`src/rtl/mem_arbiter_pkg.sv`:
```
// mem_arbiter_pkg: shared widths, FSM state encoding and memory command
// codes used by the load/store arbiter and its bench.
package mem_arbiter_pkg;

  localparam int ADDR_WIDTH = 32;
  localparam int DATA_WIDTH = 32;
  localparam int TAG_WIDTH  = 4;

  typedef enum logic [1:0] {
    S_IDLE  = 2'd0,
    S_ISSUE = 2'd1,
    S_WAIT  = 2'd2
  } arb_state_e;

  typedef enum logic {
    OP_LOAD  = 1'b0,
    OP_STORE = 1'b1
  } op_e;

  // mem_rw_flag encodings: bit1 = read, bit0 = write
  localparam logic [1:0] RW_NONE  = 2'b00;
  localparam logic [1:0] RW_READ  = 2'b10;
  localparam logic [1:0] RW_WRITE = 2'b01;

endpackage

```
`src/rtl/mem_rr_pick.sv`:
```
// mem_rr_pick: 2-way round-robin selector.
//   req_a, req_b   : pending requests
//   last_b         : 1 when requester b won the previous grant
//   pick_a, pick_b : one-hot-or-zero selection
module mem_rr_pick (
  input  logic req_a,
  input  logic req_b,
  input  logic last_b,
  output logic pick_a,
  output logic pick_b
);

  always_comb begin
    pick_a = 1'b0;
    pick_b = 1'b0;
    if (req_a && req_b) begin
      // tie: the side that did not win last time goes first
      pick_a = last_b;
      pick_b = !last_b;
    end else begin
      pick_a = req_a;
      pick_b = req_b;
    end
  end

endmodule

```
`src/rtl/mem_arbiter.sv`:
```
// mem_arbiter: arbitrates one load port and one store port onto a single
// DataMemory interface, one transfer at a time.
//   clk, rst                 : clock, synchronous active-high reset
//   ld_req/addr/tag          : load request (held until ld_grant)
//   ld_grant                 : load accepted this cycle (combinational)
//   ld_done/data/done_tag    : registered load response pulse
//   st_req/addr/data/mask    : store request (held until st_grant)
//   st_grant, st_done        : store accepted / store complete pulse
//   flush                    : squash pending or in-flight load response
//   mem_free, mem_read_valid, mem_o_data : DataMemory status and read data
//   mem_rw_flag, mem_addr, mem_i_data, mem_mask : DataMemory command
//
// state   | meaning
// IDLE    | ready to grant when mem_free
// ISSUE   | command on mem_rw_flag for one cycle
// WAIT    | waiting for read valid (load) or mem_free (store)
module mem_arbiter
  import mem_arbiter_pkg::*;
#(
  parameter int ADDR_W = ADDR_WIDTH,
  parameter int DATA_W = DATA_WIDTH,
  parameter int TAG_W  = TAG_WIDTH
) (
  input  logic              clk,
  input  logic              rst,
  input  logic              ld_req,
  input  logic [ADDR_W-1:0] ld_addr,
  input  logic [TAG_W-1:0]  ld_tag,
  output logic              ld_grant,
  output logic              ld_done,
  output logic [DATA_W-1:0] ld_data,
  output logic [TAG_W-1:0]  ld_done_tag,
  input  logic              st_req,
  input  logic [ADDR_W-1:0] st_addr,
  input  logic [DATA_W-1:0] st_data,
  input  logic [3:0]        st_mask,
  output logic              st_grant,
  output logic              st_done,
  input  logic              flush,
  input  logic              mem_free,
  input  logic              mem_read_valid,
  input  logic [DATA_W-1:0] mem_o_data,
  output logic [1:0]        mem_rw_flag,
  output logic [ADDR_W-1:0] mem_addr,
  output logic [DATA_W-1:0] mem_i_data,
  output logic [3:0]        mem_mask
);

  arb_state_e       state, state_nxt;
  op_e              op, last_grant;
  logic [TAG_W-1:0] tag_q;
  logic             squash;
  logic             can_grant, ld_cand, pick_ld, pick_st;
  logic             ld_cmpl, st_cmpl;

  assign can_grant = (state == S_IDLE) && mem_free && !rst;
  // a flushed load is not a candidate in that cycle
  assign ld_cand   = ld_req && !flush;

  mem_rr_pick u_pick (
    .req_a  (ld_cand),
    .req_b  (st_req),
    .last_b (last_grant == OP_STORE),
    .pick_a (pick_ld),
    .pick_b (pick_st)
  );

  assign ld_grant = can_grant && pick_ld;
  assign st_grant = can_grant && pick_st;
  assign ld_cmpl  = (state == S_WAIT) && (op == OP_LOAD)  && mem_read_valid;
  assign st_cmpl  = (state == S_WAIT) && (op == OP_STORE) && mem_free;

  always_comb begin
    state_nxt = state;
    case (state)
      S_IDLE:  if (ld_grant || st_grant) state_nxt = S_ISSUE;
      S_ISSUE: state_nxt = S_WAIT;
      S_WAIT:  if (ld_cmpl || st_cmpl) state_nxt = S_IDLE;
      default: state_nxt = S_IDLE;
    endcase
  end

  always_ff @(posedge clk) begin
    if (rst) begin
      state       <= S_IDLE;
      last_grant  <= OP_STORE;
      op          <= OP_LOAD;
      tag_q       <= '0;
      squash      <= 1'b0;
      mem_rw_flag <= RW_NONE;
      mem_addr    <= '0;
      mem_i_data  <= '0;
      mem_mask    <= '0;
      ld_done     <= 1'b0;
      st_done     <= 1'b0;
      ld_data     <= '0;
      ld_done_tag <= '0;
    end else begin
      state       <= state_nxt;
      ld_done     <= 1'b0;
      st_done     <= 1'b0;
      mem_rw_flag <= RW_NONE;
      if (ld_grant) begin
        op          <= OP_LOAD;
        last_grant  <= OP_LOAD;
        tag_q       <= ld_tag;
        mem_addr    <= ld_addr;
        mem_i_data  <= '0;
        mem_mask    <= 4'b0000;
        mem_rw_flag <= RW_READ;
        squash      <= 1'b0;
      end else if (st_grant) begin
        op          <= OP_STORE;
        last_grant  <= OP_STORE;
        mem_addr    <= st_addr;
        mem_i_data  <= st_data;
        mem_mask    <= st_mask;
        mem_rw_flag <= RW_WRITE;
        squash      <= 1'b0;
      end else if (flush && (op == OP_LOAD) && (state != S_IDLE)) begin
        squash <= 1'b1;
      end
      // flush arriving together with the read data also kills the response
      if (ld_cmpl) begin
        squash <= 1'b0;
        if (!(squash || flush)) begin
          ld_done     <= 1'b1;
          ld_data     <= mem_o_data;
          ld_done_tag <= tag_q;
        end
      end
      if (st_cmpl) st_done <= 1'b1;
    end
  end

endmodule
```
`config.mk`:
```
export PLATFORM = sky130hd
export DESIGN_NAME = mem_arbiter
export DESIGN_NICKNAME = d
export VERILOG_FILES = /design/src/rtl/mem_arbiter_pkg.sv /design/src/rtl/mem_rr_pick.sv /design/src/rtl/mem_arbiter.sv
export SDC_FILE = /design/constraint.sdc
export NUM_CORES = 1
export LEC_CHECK = 0
export ABC_AREA = 0
export BUFFER_PORTS_ARGS = -buffer_cell sky130_fd_sc_hd__buf_2
export CORE_ASPECT_RATIO = 1.5
export CORE_MARGIN = 8
export CORE_UTILIZATION = 45
export CTS_CLUSTER_SIZE = 12
export DETAILED_ROUTE_END_ITERATION = 10
export GPL_ROUTABILITY_DRIVEN = 0
export PLACE_DENSITY = 0.78
export SKIP_CTS_REPAIR_TIMING = 1
export SLEW_MARGIN = 20
export SYNTH_ARGS = -nofsm -noshare
export SYNTH_HDL_FRONTEND = slang
export SYNTH_SLANG_ARGS = --single-unit
export TNS_END_PERCENT = 20
```
`constraint.sdc`:
```
create_clock -name clk -period 4.9 [get_ports clk]
set_input_delay 0.49 -clock clk [delete_from_list [all_inputs] [get_ports clk]]
set_output_delay 0.49 -clock clk [all_outputs]
set_load 0.01 [all_outputs]
```
# --- Word-level counts from Yosys, hierarchy flattened ---
# Cells that the tools add are included.
# Widths: inputs -> output; s select.
word_totals:
  output_inout_bits: 110
  word_cells: 60
  register_bits: 117
  input_bits: 143
op_classes:
  n_reduce_logical: 26
  muxes: 13
  bitwise_logic: 3
  n_eq_ne: 4
ops:
  columns: ["cell", "count"]
  rows:
  - ["$mux 32", 2]
  - ["$logic_and 1x1->1", 12]
  - ["$mux 1", 7]
  - ["$mux 2", 3]
  - ["$pmux 2 s3", 1]
  - ["$ne 2x1->1 const B", 2]
  - ["$reduce_and 2->1", 2]
  - ["$reduce_bool 2->1", 2]
  - ["$reduce_or 2->1", 2]
  - ["$reduce_or 4->1", 1]
  - ["$logic_not 1->1", 3]
  - ["$logic_or 1x1->1", 3]
  - ["$not 1->1", 3]
  - ["$eq 2x1->1 const B", 1]
  - ["$eq 2x2->1 const B", 1]
  - ["$logic_not 2->1", 1]

# --- Depth between registers and ports, before layout ---
# Gate-level depths: netlist of run 1.
depth:
  ltp_word: 8
  ltp_mapped: 7
  ltp_nobuf: 4

# --- Hierarchy ---
# Synthesis of run 1 repeated with hierarchy kept, for this count alone.
hier_totals:
  cells_unflattened: 417
  area_unflattened_um2: 4339.2
modules_own_cells:
  columns: ["module", "cells_each", "seq_area_each_um2", "instances", "area_per_inst_um2"]
  rows:
  - ["mem_arbiter", 414, 2342.2, 1, 4320.4]
  - ["mem_rr_pick", 3, 0.0, 1, 18.8]

# --- Least setup slack after synthesis of run 1 ---
# No wires, ideal clock.
synth_path:
  kind: "input to register"
  start: "input port rst"
  end: "register mem_addr[24]"
  required_ns: 4.764
  path_buffers: 3
  setup_ns: 0.136
  arrival_ns: 1.780
  cell_stages: 6
  path_slack_ns: 2.984
  path_cell_list: "buf_2 or4b_4 buf_4 buf_6 o41ai_1 a31oi_1"
synth_between:
  elab_chain_len: 4
  elab_cells_between_ends: 6
  classes_between: "1 x mux; 5 x reduce/logical"
synth_rtl:
  columns: ["item", "line", "source"]
  rows:
  - ["from (decl)", "mem_arbiter.sv:25", "input logic rst,"]
  - ["$logic_not 1->1", "mem_arbiter.sv:56", "assign can_grant = (state == S_IDLE) && mem_free && !rst;"]
  - ["$logic_and 1x1->1", "mem_arbiter.sv:56", null]
  - ["$logic_and 1x1->1, on equally long branches", "mem_arbiter.sv:68, mem_arbiter.sv:69", null]
  - ["$mux 32 or $reduce_bool 2->1 (tied branches)", null, null]
  - ["to (signal assigned)", "mem_arbiter.sv:107", "mem_addr <= ld_addr;"]
  - ["to (signal assigned)", "mem_arbiter.sv:115", "mem_addr <= st_addr;"]
  - ["to (decl)", "mem_arbiter.sv:44", "output logic [ADDR_W-1:0] mem_addr,"]
# Several ways; a longest one is shown, not always the timed one.
# A chain may end at the register's enable or synchronous reset.

# --- Worst setup path after layout of run 1 ---
layout_path:
  start: "input port rst"
  end: "output port ld_grant"
layout_between:
  elab_chain_len: 3
layout_rtl:
  columns: ["item", "line", "source"]
  rows:
  - ["$logic_not 1->1", "mem_arbiter.sv:56", null]
  - ["$logic_and 1x1->1", "mem_arbiter.sv:56", null]
  - ["$logic_and 1x1->1", "mem_arbiter.sv:68", "assign ld_grant = can_grant && pick_ld;"]
  - ["to (decl)", "mem_arbiter.sv:29", "output logic ld_grant,"]
# No other way between the ends.

==> results.cfg, run 1 <==
[floorplanning]
initial_utilization_pct = 46.1
coreArea_mm2 = 0.0115
num_rows = 48
ios = 253
fp.dieW_um = 104
die_h_um = 149
design.die.area_mm2 = 0.0155

[status]
outcome = complete, no violations

[clock_network]
numCtsBuffers = 17
clock-sinks = 117
clkLatencyLatePin_ns = 0.40
htree_num_levels = 4
clk_pin_slew_worst_paths_ns = 0.06
cts_root_buf = clkbuf_16
cts_tree = built
cts_buffer_depth = 2

[power]
powerDensity_mw_per_mm2 = 350
power.share.clock_pct = 47.2
switching_share_pct = 27.1
comb_power_share_pct = 12.3
p_switching_mw = 0.670
leakagePower_nw = 2.95
ir_drop_v = 0.000235
power_frac_seq_pct = 40.5
total_power_mw = 2.48
internal_power_mw = 1.81

[grt]
grt_pass1_vias = 5724
grt_usage_pct = 23.0
grt-ovfl-total = 0
antenna_found_initial = 2
grt_max_degree = 102
grt_pass1_wl_um = 29700

[final_layout]
utilization_pct = 61.7
layoutNonFillerInstCount = 954
multiInputGateArea_mm2 = 0.00259
fin_area_mm2 = 0.00708
fill_cells = 1030
layout-area-overhead-vs-synth_pct = 33.9
nNetsFinal = 932
drive_gt1_share_pct = 40.8
register_area_mm2 = 0.00234

[worst_setup_path]
path_cells = buf_2 -> nor4b_2 -> buf_4 -> nand3_1 -> inv_1 -> buf_2
worstPathRequired_ns = 4.41
start_kind = input port
crit_type = in2out
crit_top_cell = buf_2
worstPathArrival_ns = 2.13
crit_fanout = 43
setup.worst_path.end_class = output pin
critPathMaxStageDelay_ns = 0.42
cpMaxStageDelayCell = buf_4

[synth]
yosysUniqueCellTypes = 31
synth-compound-area-share_pct = 33.4
synth_nets = 735
ys_ff_latch = 117
synth_fa_ha_area_share_pct = 0
ys_warn_count = 0
synth_top_family_by_area = compound AO/OA/AOI/OAI gates
synth_xor_xnor_area_share_pct = 0
seq_area_frac_synth_pct = 44.3
syn_area_mm2 = 0.00529
syn_avg_cell_area_um2 = 8.93
yosys-mux-area-fraction_pct = 0
yosys.area_share.simple_pct = 14.7
synthCells = 592

[sta]
fin_ws_ns = 2.28
setup_tns_ns = 0
max_freq_mhz = 382
max_slew_margin_pct = 31.7
rsz0062_at_grt = no
skew_ns = 0.00699
finalSetupViolCount = 0
tightest_slew_ns = 1.02
fin_crit_ns = 2.62
hold_violations = 0
whs_ns = 0.306
fin_crit_sh_pct = 53.4
drv_slew = 0

[placed_design]
pre_cts_ws_ns = 2.18
placed_cell_area_mm2 = 0.00650
hpwl_um = 13100
port_buffers = 252
placedCellCount = 920

[drt]
vias = 5851
drt-pass1-iter-count = 5
wl_um = 19100
route.detailed.drc = 0
final_antenna_net_count = 0
wl_per_cell_um = 20.1
drt_iter0_drc = 404
via_per_inst = 6.13

[worst_hold_path]
hold_class = in2reg

[flow_run]
maxCapViolations = 0
[cell usage after synthesis]
cell type	instances	share of area, %
buf_2	10	0.95
a21oi_1	76	7.2
nand2_1	2	0.14
or4b_4	1	0.26
a31oi_1	33	3.9
a211oi_1	1	0.14
buf_6	3	0.64
o41ai_2	20	6.2
or4b_1	1	0.19
nand4_1	69	8.2
o21ai_0	38	3.6
and4_1	1	0.17
and3b_1	1	0.17
clkbuf_1	65	4.6
nand3b_1	1	0.14
nor4b_2	1	0.28
nor4b_1	1	0.17
nor4_1	1	0.12
clkinv_1	1	0.071
inv_2	1	0.071
buf_1	5	0.36
o41ai_1	12	2.0
a22o_1	3	0.50
dfxtp_1	117	44
nand3_1	39	3.7
nor3_1	1	0.095
nor2b_1	4	0.47
buf_4	4	0.57
o31ai_1	70	9.9
nand2b_1	5	0.59
inv_1	5	0.36
[power by group through the flow]
| stage | Combinational [mW] | Sequential, mW | Clock, mW |
|---|---|---|---|
| 4_1_cts | 0.302 | 1.00 | 1.19 |
| 3_3_place_gp | 0.293 | 1.02 | 0 |
| 2_1_floorplan | 0.165 | 1.03 | 0 |
| 6_report | 0.305 | 1.00 | 1.17 |
| 5_1_grt | 0.327 | 1.00 | 1.24 |
| 3_5_place_dp | 0.301 | 1.02 | 0 |
[worst max-delay path: cells and delay by family]
family / cells / cell delay (ns)
buf+inv: 4 / 1.12
simple gates: 2 / 0.50
[flip-flops by register name, indices dropped and copies added, names as in the netlist, 2 cells and up]
| name | count |
|---|---|
| mem_rw_flag | 2 |
| state | 2 |
| ld_done_tag | 4 |
| tag_q | 4 |
| mem_mask | 4 |
| ld_data | 32 |
| mem_i_data | 32 |
| mem_addr | 32 |
[layout by cell type, fill, tap and decap left out, types with 4 or more instances in the layout]
master	count
a21oi_1	76
a31oi_1	33
buf_2	252
buf_4	12
clkbuf_16	17
clkinv_2	4
clkinvlp_4	4
dfxtp_1	117
inv_1	5
inv_6	4
nand3_1	39
nand4_1	69
o21ai_0	38
o31ai_1	69
o41ai_1	12
o41ai_2	20
[layer usage]
metal / global-route usage, % / wire, µm
met1: 26.0 / 7500
met5: 0 / 10
met2: 39.0 / 9540
met3: 6.62 / 1440
met4: 11.1 / 642
[layout make-up]
cell class / count / area share [%]
Antenna cell: 2 / 0.0707
Clock inverter: 14 / 1.80
Tap cell: 150 / 2.65
Sequential cell: 117 / 33.1
Multi-Input combinational cell: 381 / 36.5
Clock buffer: 18 / 6.20
Timing Repair Buffer: 265 / 19.3
Inverter: 7 / 0.389
[worst paths after layout]
check	slack [ns]	from	end	depth (start not counted)
hold reg to reg	0.47	tag_q[1]	tag_q[1]	1
setup reg to reg	2.82	state[1]	mem_addr[27]	4
setup / recovery	2.28	rst	ld_grant	6
hold / removal	0.31	ld_tag[1]	tag_q[1]	2
[logic make-up after synthesis]
family	count (synthesis)
AO/OA/AOI/OAI	253
AND/OR/NAND/NOR	128
flip-flops	117
buffers and inverters	94
Power figures use the tool's default switching activity.
==> run 2: changes to the inputs <==
--- a/config.mk
+++ b/config.mk
@@ -9,11 +9,11 @@
 export BUFFER_PORTS_ARGS = -buffer_cell sky130_fd_sc_hd__buf_2
 export CORE_ASPECT_RATIO = 1.5
 export CORE_MARGIN = 8
-export CORE_UTILIZATION = 45
+export CORE_UTILIZATION = 42
 export CTS_CLUSTER_SIZE = 12
 export DETAILED_ROUTE_END_ITERATION = 10
 export GPL_ROUTABILITY_DRIVEN = 0
-export PLACE_DENSITY = 0.78
+export PLACE_DENSITY = 0.77
 export SKIP_CTS_REPAIR_TIMING = 1
 export SLEW_MARGIN = 20
 export SYNTH_ARGS = -nofsm -noshare
==> constraint.sdc (replaced) <==
create_clock -name clk -period 2.2 [get_ports clk]
set_input_delay 0.22 -clock clk [delete_from_list [all_inputs] [get_ports clk]]
set_output_delay 0.22 -clock clk [all_outputs]
set_load 0.01 [all_outputs]
==> run 2 against run 1 <==
Routed wire length is 0.30% higher. Final cell count is 2.0% higher. Sequential share of layout area is 0.61 points lower. Non-clock buffer count is 13 higher. Largest cell class unchanged. Largest power group unchanged. Highest routed layer unchanged.
==> results.cfg, run 2 (synthesized netlist as in run 1, its figures left out) <==
[final_layout]
layout-area-overhead-vs-synth_pct = 36.4
drive_gt1_share_pct = 41.6
multiInputGateArea_mm2 = 0.00259
final_common_cell = buf_2
reg_top3 = ld_data (32), mem_addr (32), mem_i_data (32)
nNetsFinal = 945
layoutNonFillerInstCount = 973
fill_cells = 1147
register_area_mm2 = 0.00234
final_cell_mix = buf_2, dfxtp_1, a21oi_1

[power]
powerDensity_mw_per_mm2 = 764
leakagePower_nw = 3.02
total_power_mw = 5.51
ir_drop_v = 0.000531

[drt]
wl_per_cell_um = 19.7
drt_iter0_drc = 348
route.detailed.drc = 0
final_antenna_net_count = 0
wl_um = 19200
vias = 5774
drt-pass1-iter-count = 4
via_per_inst = 5.93

[sta]
skew_ns = 0.00891
fin_crit_sh_pct = 94.5
max_freq_mhz = 481
max_slew_margin_pct = 38.7
hold_violations = 0
tightest_slew_ns = 0.919
finalSetupViolCount = 0
fin_crit_ns = 2.08
drv_slew = 0

[worst_hold_path]
whs_path_depth = 2
hp-start = ld_tag[0]
hold_class = in2reg

[clock_network]
cts_buffer_depth = 2
clk_pin_slew_worst_paths_ns = 0.06
clock-sinks = 117
numCtsBuffers = 17
cts_root_buf = clkbuf_16
clkLatencyLatePin_ns = 0.41
cts_tree = built
htree_num_levels = 4

[floorplanning]
design.die.area_mm2 = 0.0165
die_h_um = 153
coreArea_mm2 = 0.0124
num_rows = 50
fp.dieW_um = 108
initial_utilization_pct = 42.7
ios = 253

[flow_run]
maxCapViolations = 0

[grt]
grt_max_degree = 69
grt_pass1_wl_um = 30200
grt_usage_pct = 22.5
grt-ovfl-total = 0
grt_pass1_vias = 5688
antenna_found_initial = 3

[worst_setup_path]
start_kind = flop
worstPathRequired_ns = 1.98
worstReg2RegStart = state[0]
worstPathArrival_ns = 1.86
cp-startpoint = state[1]
rr_worst_depth = 4
crit_fanout = 17
setup.worst_path.end_class = output pin
rrSetupSlack_ns = 0.22
crit_type = reg2out

[placed_design]
placedCellCount = 939
port_buffers = 252
hpwl_um = 13200

[status]
outcome = complete, no violations
==> run 2: changes by cell type in the layout (fill, tap and decap cells not counted), moves of 2 or more <==
cell / before / now
clkinv_4: 2 / 4
buf_12: 0 / 3
buf_4: 12 / 22
clkinv_2: 4 / 2
==> run 2: cell type report <==
| cell class | count | area share [%] |
|---|---|---|
| multi-input cells | 381 | 36.0 |
| clock buffers | 17 | 5.90 |
| repair buffers | 278 | 20.8 |
| diodes | 2 | 0.0694 |
| flip-flops and latches | 117 | 32.5 |
| clock inverters | 15 | 1.74 |
| well taps | 156 | 2.71 |
| inverters | 7 | 0.382 |
==> run 2: worst paths after layout <==
path	to
setup / recovery	st_grant
hold / removal	tag_q[0]
hold reg to reg	mem_i_data[13]
setup reg to reg	mem_addr[29]
==> run 2: per-stage QoR <==
stage                     setup slack (ns)  hold WS (ns)  setup TNS (ns)  utilization (%)  cell area (µm²)
after detailed placement             0.273         0.454               0             53.6             6640
after floorplan                      0.521         0.353               0                -             5290
after global routing              -0.00689        0.0447        -0.00689             58.2             7210
after CTS                          0.00355        0.0290               0             58.1             7190
after global placement               0.303         0.441               0             53.6             6640
final                                0.121        0.0516               0             58.2             7210
==> run 2: worst max-delay path, stage by stage (launching register included) <==
cell and delay (ns):
dfxtp_1 0.31, buf_4 0.15, nor4b_4 0.34, buf_6 0.23, nand3_1 0.16, inv_1 0.11
buf_2 0.14
==> run 2: power breakdown <==
part           internal, mW  leakage [nW]  switching [mW]
Sequential             2.19         0.948          0.0406
Clock                  1.47         0.259            1.10
Combinational         0.269          1.81           0.444
Total                  3.92          3.02            1.59
==> run 2: layer usage <==
metal	vias to the layer above	part of all wire (%)	routed length (µm)	global-route usage (%)
li1	2752	-	-	-
met1	2692	38	7340	26.2
met2	282	50	9520	35.9
met3	46	9.0	1740	6.82
met4	2	3.1	599	11.5
met5	-	0.047	9	0
==> run 3: changes to the inputs <==
--- a/config.mk
+++ b/config.mk
@@ -9,11 +9,11 @@
 export BUFFER_PORTS_ARGS = -buffer_cell sky130_fd_sc_hd__buf_2
 export CORE_ASPECT_RATIO = 1.5
 export CORE_MARGIN = 8
-export CORE_UTILIZATION = 42
+export CORE_UTILIZATION = 45
 export CTS_CLUSTER_SIZE = 12
 export DETAILED_ROUTE_END_ITERATION = 10
 export GPL_ROUTABILITY_DRIVEN = 0
-export PLACE_DENSITY = 0.77
+export PLACE_DENSITY = 0.78
 export SKIP_CTS_REPAIR_TIMING = 1
 export SLEW_MARGIN = 20
 export SYNTH_ARGS = -nofsm -noshare
==> constraint.sdc (replaced) <==
create_clock -name clk -period 2.1 [get_ports clk]
set_input_delay 0.21 -clock clk [delete_from_list [all_inputs] [get_ports clk]]
set_output_delay 0.21 -clock clk [all_outputs]
set_load 0.01 [all_outputs]
==> run 3 against run 2 <==
Clock-buffer cell count increased by 1. Critical path type unchanged. Register-to-register slack got worse by 0.08 ns. First-iteration DRC count increased by 10%. Core utilization increased by 5.5 points. Sequential power increased by 5%. Hold slack got worse by 0.019 ns. Largest cell class unchanged.
==> results.cfg, run 3 (synthesized netlist as in run 1, its figures left out) <==
[status]
outcome = complete, no violations

[sta]
whs_ns = 0.0327
tightest_slew_ns = 0.902
finalSetupViolCount = 0
fin_crit_sh_pct = 94.3
fin_ws_ns = 0.120
drv_slew = 0
hold_violations = 0
max_slew_margin_pct = 39.8
setup_tns_ns = 0
max_freq_mhz = 505
skew_ns = 0.00511
rsz0062_at_grt = no
fin_crit_ns = 1.98

[floorplanning]
fp.dieW_um = 104
ios = 253
design.die.area_mm2 = 0.0155
die_h_um = 149
initial_utilization_pct = 46.1
coreArea_mm2 = 0.0115
num_rows = 48

[worst_setup_path]
crit_path_end = st_grant
critPathTopFamily = simple AND/OR/NAND/NOR gates
worstPathArrival_ns = 1.77
rr_worst_depth = 4
setup.worst_path.end_class = output pin
worstReg2RegStart = state[1]
cpMaxStageDelayCell = nor4b_4
cp-startpoint = state[0]
path_buf_inv = 3
critPathMaxStageDelay_ns = 0.41
start_kind = flop
critical_path_depth = 5
worstPathRequired_ns = 1.89
crit_fanout = 6
path_cells = nor4b_4 -> buf_4 -> nand3_1 -> inv_1 -> buf_2
crit_type = reg2out
rrSetupSlack_ns = 0.14
worstReg2RegEnd = mem_addr[28]

[clock_network]
numCtsBuffers = 17
cts_root_buf = clkbuf_16
htree_num_levels = 4
clkLatencyLatePin_ns = 0.40
clock-sinks = 117
cts_tree = built
cts_buffer_depth = 2
clk_pin_slew_worst_paths_ns = 0.05

[final_layout]
multiInputGateArea_mm2 = 0.00259
final_common_cell = buf_2
reg_top3 = ld_data (32), mem_addr (32), mem_i_data (32)
drive_gt1_share_pct = 41.5
layout-area-overhead-vs-synth_pct = 38.3
final_cell_mix = buf_2, dfxtp_1, a21oi_1
utilization_pct = 63.8
layoutNonFillerInstCount = 966
fin_area_mm2 = 0.00731
nNetsFinal = 943
register_area_mm2 = 0.00234
fill_cells = 1038

[power]
ir_drop_v = 0.000717
leakagePower_nw = 3.08
total_power_mw = 6.19
powerDensity_mw_per_mm2 = 847

[grt]
grt_pass1_wl_um = 30400
grt_usage_pct = 23.8
antenna_found_initial = 3
met2_usage_pct = 40.8
grt_max_degree = 69
grt_pass1_vias = 5911
grt_util_met1_pct = 26.0
top_usage_layer = met2
met3_usage_pct = 6.92
grt-ovfl-total = 0

[drt]
wl_um = 19400
drt_iter0_drc = 383
wl_per_cell_um = 20.1
via_per_inst = 6.09
vias = 5885
route.detailed.drc = 0
drt-pass1-iter-count = 5
final_antenna_net_count = 0

[placed_design]
placed_cell_area_mm2 = 0.00666
port_buffers = 252
pre_cts_ws_ns = 0.171
hpwl_um = 13700
placedCellCount = 931

[flow_run]
maxCapViolations = 0

[worst_hold_path]
hold_class = in2reg
==> run 3: cell types whose count changed in the layout (fill, tap and decap cells not counted), sizes merged <==
cell      previous run  this run
diode                2         3
inv                 11         7
buf                278       276
clkinvlp             4         0
clkinv               7        10
clkbuf              17        18
bufinv               0         4
==> run 3: power breakdown <==
part / leakage (nW) / switching, mW / internal [mW]
Clock: 0.315 / 1.07 / 2.03
Sequential: 0.948 / 0.0468 / 2.29
Combinational: 1.82 / 0.462 / 0.291
==> run 3: worst register-to-register path, cell delays in order (launching register included) <==
cell and delay, ns:
dfxtp_1 0.38, or4b_4 0.61, buf_4 0.29, o41ai_1 0.48
a31oi_1 0.07
==> run 3: layout make-up <==
cell class                      count  share of cell area (%)
Antenna cell                        3                   0.103
Clock buffer                       18                    6.01
Tap cell                          150                    2.57
Sequential cell                   117                    32.0
Timing Repair Buffer              276                    20.7
Clock inverter                     14                    2.74
Inverter                            7                   0.376
Multi-Input combinational cell    381                    35.4
==> run 3: layer usage <==
layer / share of wire [%] / up-vias
met5: 0.041 / -
li1: - / 2750
met1: 38 / 2792
met4: 3.1 / 2
met2: 51 / 302
met3: 8.1 / 39
==> run 3: how the worst min path moves through the flow <==
| stage | from | endpoint | slack (ns) | depth (start not counted) |
|---|---|---|---|---|
| floorplan | ld_tag[0] | tag_q[0] | 0.34 | 1 |
| global placement | ld_tag[1] | tag_q[1] | 0.43 | 2 |
| detailed placement | ld_tag[0] | tag_q[0] | 0.44 | 2 |
| CTS | ld_tag[1] | tag_q[1] | 0.02 | 2 |
| global route | ld_tag[1] | tag_q[1] | 0.02 | 2 |
| finish | ld_tag[1] | tag_q[1] | 0.03 | 2 |
